[src/rtl/lcd_nios2_qsys_0_oci_dct_pkg.sv]
// Shared types and constants for the Nios II OCI direct-compressed-trace packer.
// The frame word is {count, close reason, packing buffer}.
package lcd_nios2_qsys_0_oci_dct_pkg;

    localparam int DCT_BUF_W   = 30;
    localparam int DCT_FRAME_W = 36;
    localparam int DCT_SLOTS   = 15;
    localparam logic [3:0] DCT_MAX_COUNT = 4'd15;

    typedef enum logic [1:0] {
        COLLECT = 2'b00,
        EMIT    = 2'b01,
        ENDED   = 2'b10
    } dct_state_e;

    localparam logic [1:0] REASON_END     = 2'b00;
    localparam logic [1:0] REASON_FULL    = 2'b01;
    localparam logic [1:0] REASON_FLUSH   = 2'b10;
    localparam logic [1:0] REASON_TIMEOUT = 2'b11;

    function automatic logic [DCT_FRAME_W-1:0] dct_pack_frame(
        input logic [3:0]           count,
        input logic [1:0]           reason,
        input logic [DCT_BUF_W-1:0] buffer
    );
        return {count, reason, buffer};
    endfunction

endpackage

[src/rtl/lcd_nios2_qsys_0_oci_dct_packer_timer.sv]
// Saturating idle-cycle counter; expired flags the idle cycle that completes
// a window of FLUSH_TIMEOUT consecutive idle cycles (0 disables it).
module lcd_nios2_qsys_0_oci_dct_timer #(
    parameter int FLUSH_TIMEOUT = 64
) (
    input  logic clk,
    input  logic reset,
    input  logic clear,
    input  logic enable,
    output logic expired
);

    localparam int CNT_W = (FLUSH_TIMEOUT > 0) ? $clog2(FLUSH_TIMEOUT + 1) : 1;
    localparam logic [CNT_W-1:0] LIMIT = CNT_W'(FLUSH_TIMEOUT);

    logic [CNT_W-1:0] idle_cnt_r;

    // Idle counter: cleared by activity, otherwise counts and holds at the limit
    always_ff @(posedge clk) begin
        if (reset) begin
            idle_cnt_r <= '0;
        end else if (clear) begin
            idle_cnt_r <= '0;
        end else if (enable && (idle_cnt_r != LIMIT)) begin
            idle_cnt_r <= idle_cnt_r + CNT_W'(1);
        end else begin
            idle_cnt_r <= idle_cnt_r;
        end
    end

    // The current idle cycle is the last one of the window when the count is LIMIT-1
    always_comb begin
        if (FLUSH_TIMEOUT == 0) begin
            expired = 1'b0;
        end else begin
            expired = enable && !clear && (idle_cnt_r >= (LIMIT - CNT_W'(1)));
        end
    end

endmodule

[src/rtl/lcd_nios2_qsys_0_oci_dct_packer.sv]
// Packs 2-bit trace codes into 15-slot frames and hands each frame to trace
// memory over valid/ready; tracks the end-of-test handshake.
module lcd_nios2_qsys_0_oci_dct_packer
    import lcd_nios2_qsys_0_oci_dct_pkg::*;
#(
    parameter int FLUSH_TIMEOUT = 64
) (
    input  logic                   clk,
    input  logic                   reset,
    input  logic                   dct_valid,
    input  logic [1:0]             dct_code,
    output logic                   dct_ready,
    input  logic                   flush_req,
    input  logic                   test_ending,
    output logic [DCT_BUF_W-1:0]   dct_buffer,
    output logic [3:0]             dct_count,
    output logic                   frame_valid,
    input  logic                   frame_ready,
    output logic [DCT_FRAME_W-1:0] frame_data,
    output logic                   test_has_ended
);

    dct_state_e             state_r, state_next_s;
    logic [DCT_BUF_W-1:0]   buf_r, buf_next_s, acc_buf_s;
    logic [3:0]             count_r, count_next_s, acc_count_s;
    logic [DCT_FRAME_W-1:0] frame_data_r, frame_data_next_s;
    logic                   end_pending_r, end_pending_next_s;
    logic                   frame_valid_r, dct_ready_r, test_has_ended_r;
    logic                   accept_s, tmr_clear_s, tmr_expired_s;

    assign tmr_clear_s = accept_s || (count_r == 4'd0) || (state_r != COLLECT);

    lcd_nios2_qsys_0_oci_dct_timer #(
        .FLUSH_TIMEOUT (FLUSH_TIMEOUT)
    ) u_timer (
        .clk     (clk),
        .reset   (reset),
        .clear   (tmr_clear_s),
        .enable  (state_r == COLLECT),
        .expired (tmr_expired_s)
    );

    // Buffer and count as they would look with this cycle's code included
    always_comb begin
        accept_s    = dct_valid && (state_r == COLLECT);
        acc_count_s = count_r + {3'b000, accept_s};
        acc_buf_s   = buf_r;
        for (int k = 0; k < DCT_SLOTS; k++) begin
            acc_buf_s[2*k +: 2] = (accept_s && (count_r == 4'(k))) ? dct_code : buf_r[2*k +: 2];
        end
    end

    // Sequencing: close triggers are prioritised end > full > flush > timeout
    always_comb begin
        state_next_s       = state_r;
        buf_next_s         = buf_r;
        count_next_s       = count_r;
        frame_data_next_s  = frame_data_r;
        end_pending_next_s = end_pending_r;
        case (state_r)
            COLLECT: begin
                buf_next_s   = acc_buf_s;
                count_next_s = acc_count_s;
                if (test_ending) begin
                    if (acc_count_s != 4'd0) begin
                        frame_data_next_s  = dct_pack_frame(acc_count_s, REASON_END, acc_buf_s);
                        end_pending_next_s = 1'b1;
                        state_next_s       = EMIT;
                    end else begin
                        state_next_s = ENDED;
                    end
                end else if (acc_count_s == DCT_MAX_COUNT) begin
                    frame_data_next_s = dct_pack_frame(acc_count_s, REASON_FULL, acc_buf_s);
                    state_next_s      = EMIT;
                end else if (flush_req && (acc_count_s != 4'd0)) begin
                    frame_data_next_s = dct_pack_frame(acc_count_s, REASON_FLUSH, acc_buf_s);
                    state_next_s      = EMIT;
                end else if (tmr_expired_s && (acc_count_s != 4'd0)) begin
                    frame_data_next_s = dct_pack_frame(acc_count_s, REASON_TIMEOUT, acc_buf_s);
                    state_next_s      = EMIT;
                end else begin
                    state_next_s = COLLECT;
                end
            end
            EMIT: begin
                if (test_ending) begin
                    end_pending_next_s = 1'b1;
                end else begin
                    end_pending_next_s = end_pending_r;
                end
                if (frame_ready) begin
                    buf_next_s   = '0;
                    count_next_s = 4'd0;
                    state_next_s = (end_pending_r || test_ending) ? ENDED : COLLECT;
                end else begin
                    state_next_s = EMIT;
                end
            end
            ENDED: begin
                state_next_s = ENDED;
            end
            default: begin
                state_next_s = COLLECT;
            end
        endcase
    end

    // State and registered handshake outputs, all derived from the next state
    always_ff @(posedge clk) begin
        if (reset) begin
            state_r          <= COLLECT;
            buf_r            <= '0;
            count_r          <= 4'd0;
            frame_data_r     <= '0;
            end_pending_r    <= 1'b0;
            frame_valid_r    <= 1'b0;
            dct_ready_r      <= 1'b1;
            test_has_ended_r <= 1'b0;
        end else begin
            state_r          <= state_next_s;
            buf_r            <= buf_next_s;
            count_r          <= count_next_s;
            frame_data_r     <= frame_data_next_s;
            end_pending_r    <= end_pending_next_s;
            frame_valid_r    <= (state_next_s == EMIT);
            dct_ready_r      <= (state_next_s == COLLECT);
            test_has_ended_r <= test_has_ended_r || (state_next_s == ENDED);
        end
    end

    assign dct_buffer     = buf_r;
    assign dct_count      = count_r;
    assign frame_data     = frame_data_r;
    assign frame_valid    = frame_valid_r;
    assign dct_ready      = dct_ready_r;
    assign test_has_ended = test_has_ended_r;

endmodule

[config.mk]
export PLATFORM = sky130hd
export DESIGN_NAME = lcd_nios2_qsys_0_oci_dct_packer
export DESIGN_NICKNAME = d
export VERILOG_FILES = /design/src/rtl/lcd_nios2_qsys_0_oci_dct_pkg.sv /design/src/rtl/lcd_nios2_qsys_0_oci_dct_packer_timer.sv /design/src/rtl/lcd_nios2_qsys_0_oci_dct_packer.sv
export SDC_FILE = /design/constraint.sdc
export NUM_CORES = 1
export LEC_CHECK = 0
export CORE_MARGIN = 10
export CORE_UTILIZATION = 45
export CTS_CLUSTER_SIZE = 16
export DETAILED_ROUTE_END_ITERATION = 8
export PLACE_DENSITY = 0.83
export SYNTH_ARGS = -nofsm -noshare
export SYNTH_HDL_FRONTEND = slang
export SYNTH_SLANG_ARGS = --single-unit
[constraint.sdc]
create_clock -name clk -period 10.02 [get_ports clk]
set_input_delay 2.004 -clock clk [delete_from_list [all_inputs] [get_ports clk]]
set_output_delay 2.004 -clock clk [all_outputs]
set_load 0.01 [all_outputs]
# Yosys cells after proc, flatten, opt, wreduce, memory -nomap -nowiden
# Cells that the tools add are included.
# totals
reg_bits,83
output_inout_bits,73
wordCells,110
# classes
addsub,2
magnitude_cmp,1
eq_ne,25
mux,36
reduce_logical,37
# ops
cell,n
$mux W36,5
$pmux W30 S2,1
$mux W2,19
$eq A4 B4 Y1 const B,8
$mux W30,1
$logic_and A1 B1 Y1,21
$eq A4 B3 Y1 const B,4
$eq A4 B2 Y1 const B,2
$ne A2 B2 Y1 const B,4
$pmux W4 S2,1
$reduce_bool A4 Y1,2
$add A7 B1 Y7 const B,1
$ge A7 B6 Y1 const B,1
$ne A7 B7 Y1 const B,1
$mux W1,6
$pmux W2 S3,1
$add A4 B1 Y4,1
$eq A2 B1 Y1 const B,2
$eq A2 B2 Y1 const B,2
$eq A4 B1 Y1 const B,1
$logic_not A2 Y1,2
$logic_not A4 Y1,1
$logic_or A1 B1 Y1,4
$mux W4,1
other kinds (8),9

# Longest topological paths before layout
# logic_depth
ltp_word,15
depth_mapped,15
mapped_depth_nobuf,9

# Cells and area by module
# Synthesis repeated with hierarchy kept, for this count alone.
# unflattened
hier_cells,494
area_unflattened_um2,4166.5
# modules_own_cells
module,instances,cells_each,area_each_um2,seq_area_each_um2
lcd_nios2_qsys_0_oci_dct_packer,1,448,3778.6,1521.5
lcd_nios2_qsys_0_oci_dct_timer,1,46,387.9,140.1

# Worst setup path after synthesis
# OpenSTA, ideal clock, no wires.
# synth_timing
path_type,input to register
from,input port dct_valid
to,"register frame_data_r[6], in the netlist frame_data[6]"
arrival_ns,4.049
required_time_ns,9.899
setup_slack_ns,5.850
stages,11
n_path_buf,3
cell_sequence,and2_1 -> ha_1 -> ha_1 -> buf_2 -> nor2_1 -> and3b_1 -> a41o_1 -> a211o_1 -> buf_6 -> buf_8 -> mux2_4
# synth_via
word_cells_on_any_way,21
classes_between,add/sub: 1; eq/ne: 2; mux: 6; reduce/logical: 12
# synth_lines
item,line,text
from (decl),lcd_nios2_qsys_0_oci_dct_packer.sv:10,"input logic dct_valid,"
$logic_and A1 B1 Y1 *,lcd_nios2_qsys_0_oci_dct_packer.sv:45,accept_s = dct_valid && (state_r == COLLECT);
$add A4 B1 Y4 *,lcd_nios2_qsys_0_oci_dct_packer.sv:46,"acc_count_s = count_r + {3'b000, accept_s};"
named net acc_count_s[1],lcd_nios2_qsys_0_oci_dct_packer.sv:25,"logic [3:0] count_r, count_next_s, acc_count_s;"
$reduce_bool A4 Y1,"lcd_nios2_qsys_0_oci_dct_packer.sv:65, lcd_nios2_qsys_0_oci_dct_packer.sv:75, lcd_nios2_qsys_0_oci_dct_packer.sv:78",
$logic_and A1 B1 Y1,lcd_nios2_qsys_0_oci_dct_packer.sv:75,end else if (flush_req && (acc_count_s != 4'd0)) begin
$mux W36,lcd_nios2_qsys_0_oci_dct_packer.sv:75,
$mux W36,lcd_nios2_qsys_0_oci_dct_packer.sv:72,end else if (acc_count_s == DCT_MAX_COUNT) begin
$mux W36,lcd_nios2_qsys_0_oci_dct_packer.sv:64,if (test_ending) begin
to (signal assigned),lcd_nios2_qsys_0_oci_dct_packer.sv:123,frame_data_r <= frame_data_next_s;
to (decl),lcd_nios2_qsys_0_oci_dct_packer.sv:26,"logic [DCT_FRAME_W-1:0] frame_data_r, frame_data_next_s;"
# The timed path passes the listed nets; every way through them passes the cells marked *. The select of a mux whose other input is x is not followed.
# A chain may end at the register's enable or synchronous reset.

# Final worst setup path
# layout_timing
from,input port dct_valid
to,"register frame_data_r[2], in the netlist frame_data[2]"
# The elaborated chain is that of the path after synthesis.

==> flow_summary.yaml <==
power_and_ir_drop:
  leakagePower_nw: 1.93
  vdd_drop_max_v: 0.000101
  powerDensity_nw_per_um2: 189
cts:
  cts_tree: "done"
  root_buffer: "clkbuf_8"
  cts_setup_buffers: 0
  cts.repair.resized: 0
  numCtsBuffers: 9
  clkSinkCount: 83
  clk_latency_ps: 370
  htreeDepth: 3
  ctsHoldBuffers: 0
  clk_pin_slew_worst_paths_ps: 90
  cts_buffer_depth: 2
synthesis:
  synth-seq-cells: 83
  ys_seq_area_frac: 0.424
  synth_nets: 441
  yosys.area.top_type: "dfxtp_1"
  async_reset_ff_frac: 0
  ys_top_cells_by_count: "dfxtp_1 (83), nor2_1 (61), nand2_1 (54), mux2i_1 (33)"
  yosys.area.top_type_share: 0.424
  yosysMostFrequentCell: "dfxtp_1"
  synth_warnings: 0
  yosysUniqueCellTypes: 55
  syn-cell-area_um2: 3920
  synth_edf_count: 0
  synth-main-ff-cell: "dfxtp_1"
  syn_area_per_cell_um2: 9.14
  synth.area.top_cells: "dfxtp_1 (42%), mux2i_1 (8.4%), mux2_2 (7.8%), nor2_1 (5.8%), nand2_1 (5.2%)"
  synthCells: 429
sta:
  min_period_ps: 4770
  worst_pin_slew_ps: 1170
  max_freq_mhz: 209
  rsz0062_at_grt: "no"
  skew_ps: 15.3
  slew_viol_final: 0
  finalHoldViolCount: 0
  final.setup.tns_ps: 0
  final-setup-viol-count: 0
  finalCritPeriodShare: 0.477
  slew-limit-headroom: 0.217
placement:
  gp_congestion: 0.860
  portBuffers: 80
  dpl.hpwl_um: 6890
  postPlaceCellArea_um2: 4700
drt:
  wl_met2_um: 4830
  routed_wl_um: 10200
  met1_length_um: 4350
  wl_met3_um: 820
  drt-pass1-iter-count: 5
  ant_nets: 0
  wl_per_cell_um: 17.1
  drt_iter0_drc: 220
  top_layer: "met4"
  num_vias: 3318
  drc_errors: 0
  via_per_inst: 5.57
run_status:
  outcome: "finished clean"
worst_setup_path:
  critPathRequiredTime_ps: 10270
  max_stage_delay_ps: 770
  crit_fanout: 36
  cp_slowest_cell: "a211o_2"
  critPathTopFamily: "compound AO/OA/AOI/OAI gates"
  crit_type: "input port to register"
  path_cells: "clkdlybuf4s50_1 > and2_1 > ha_1 > ha_1 > nor2_1 > and3b_1 > a41o_1 > a211o_2 > mux2_2"
  start_kind: "input port"
  critPathCaptureType: "register"
  cp-startpoint: "dct_valid"
  crit_arrival_ps: 5030
  critPathBufInv: 1
  crit_top_cell: "ha_1"
  timing.rr.start: "state_r[1]"
grt:
  grt_usage: 0.156
  grt_pass1_wl_um: 16700
  antenna_found_initial: 0
  grt_start_max_net_pins: 64
  gr-total-overflow: 0
  grt_pass1_vias: 3418
finish:
  nNetsFinal: 498
  syn_to_final_growth_pct: 25.1
  drive_above_1_share: 0.126
  finalInstanceArea_um2: 4900
  n_antenna_cell: 0
job:
  cap_violations: 0
min_path:
  hold_class: "register to register"
  hold_path_startpoint: "test_has_ended"
die:
  die_y_um: 113
  rows: 33
  dieArea_um2: 12800
  start_util: 0.470
  ios: 81
  die_w_um: 113
  core_area_um2: 8340
metal layers:
layer | vias up | global-route usage
met5 | - | 0
met2 | 119 | 0.255
li1 | 1598 | -
met3 | 17 | 0.0534
met1 | 1584 | 0.184
met4 | 0 | 0.0592
power breakdown:
| group | internal, W | switching, W | leakage (nW) |
|---|---|---|---|
| registers | 0.000352 | 0.0000234 | 0.671 |
| logic | 0.000128 | 0.000173 | 1.16 |
| clock network | 0.000119 | 0.000132 | 0.103 |
tightest hold or removal path, delay by kind of cell (launching register included):
kind / cells / cell delay, ps
flip-flops: 1 / 320
AO/OA/AOI/OAI: 1 / 50
buffers and inverters: 1 / 50
final timing paths:
kind	endpoint	slack [ps]	depth (start not counted)
worst min-delay path	test_has_ended	450	2
worst max-delay path	frame_data[2]	5250	9
worst max register to register	frame_data[2]	6750	9
worst min register to register	test_has_ended	450	2
cell type report:
class,instances,area (µm²)
clock buffer,9,124
inverter,10,37.5
multi-input combinational,300,2060
tap,105,131
clock inverter,7,80.1
sequential,83,1660
fill,712,3440
timing repair buffer,82,811
sequential cells by signal, summed over array words and instances, names as in the netlist:
register / count
test_has_ended: 1
dct_buffer: 30
end_pending_r: 1
frame_valid: 1
state_r: 2
dct_ready: 1
dct_count: 4
u_timer.idle_cnt_r: 7
frame_data: 36
metrics by stage:
step / hold slack (ps) / power [W] / worst slack, ps / util / cells
2_1_floorplan: 427 / 0.000612 / 5850 / - / 429
3_3_place_gp: 438 / 0.000673 / 4990 / 0.563 / 580
3_5_place_dp: 445 / 0.000682 / 4890 / 0.563 / 580
4_1_cts: 457 / 0.000929 / 5270 / 0.588 / 596
5_1_grt: 494 / 0.000968 / 5110 / 0.588 / 596
6_report: 452 / 0.000927 / 5250 / 0.588 / 596
placed cells by master, fill, tap and decap left out, types with 2 or more instances in the layout:
cell type,synthesis,routed
a31o_2,2,2
nor2_2,1,2
nand2_1,54,54
nand3b_1,4,4
xnor2_1,4,4
mux2_4,3,3
mux2i_1,33,33
xor2_1,5,5
nor4b_1,2,2
a21oi_1,9,9
o21ai_0,2,2
a221oi_1,2,2
nand3_1,5,5
a2111oi_0,2,2
a2bb2oi_1,10,10
or2_2,2,2
nor2b_1,11,11
ha_1,4,4
a22oi_1,23,23
and3b_1,2,2
and4bb_2,2,2
a31oi_1,2,2
dfxtp_1,83,83
inv_1,9,9
nand4_1,4,4
mux2_2,27,27
clkbuf_8,0,9
buf_4,3,2
clkdlybuf4s50_1,0,79
nor2_1,61,60
inv_6,0,3
and4b_1,3,3
cells by family after synthesis:
family	after synthesis	synth area share
multiplexers	63	0.173
flip-flops	83	0.424
buffers and inverters	46	0.0523
XOR/XNOR	9	0.0201
AND/OR/NAND/NOR	161	0.195
adder cells (fa/ha/maj)	4	0.0128
AO/OA/AOI/OAI	63	0.123
Power figures use the tool's default switching activity.
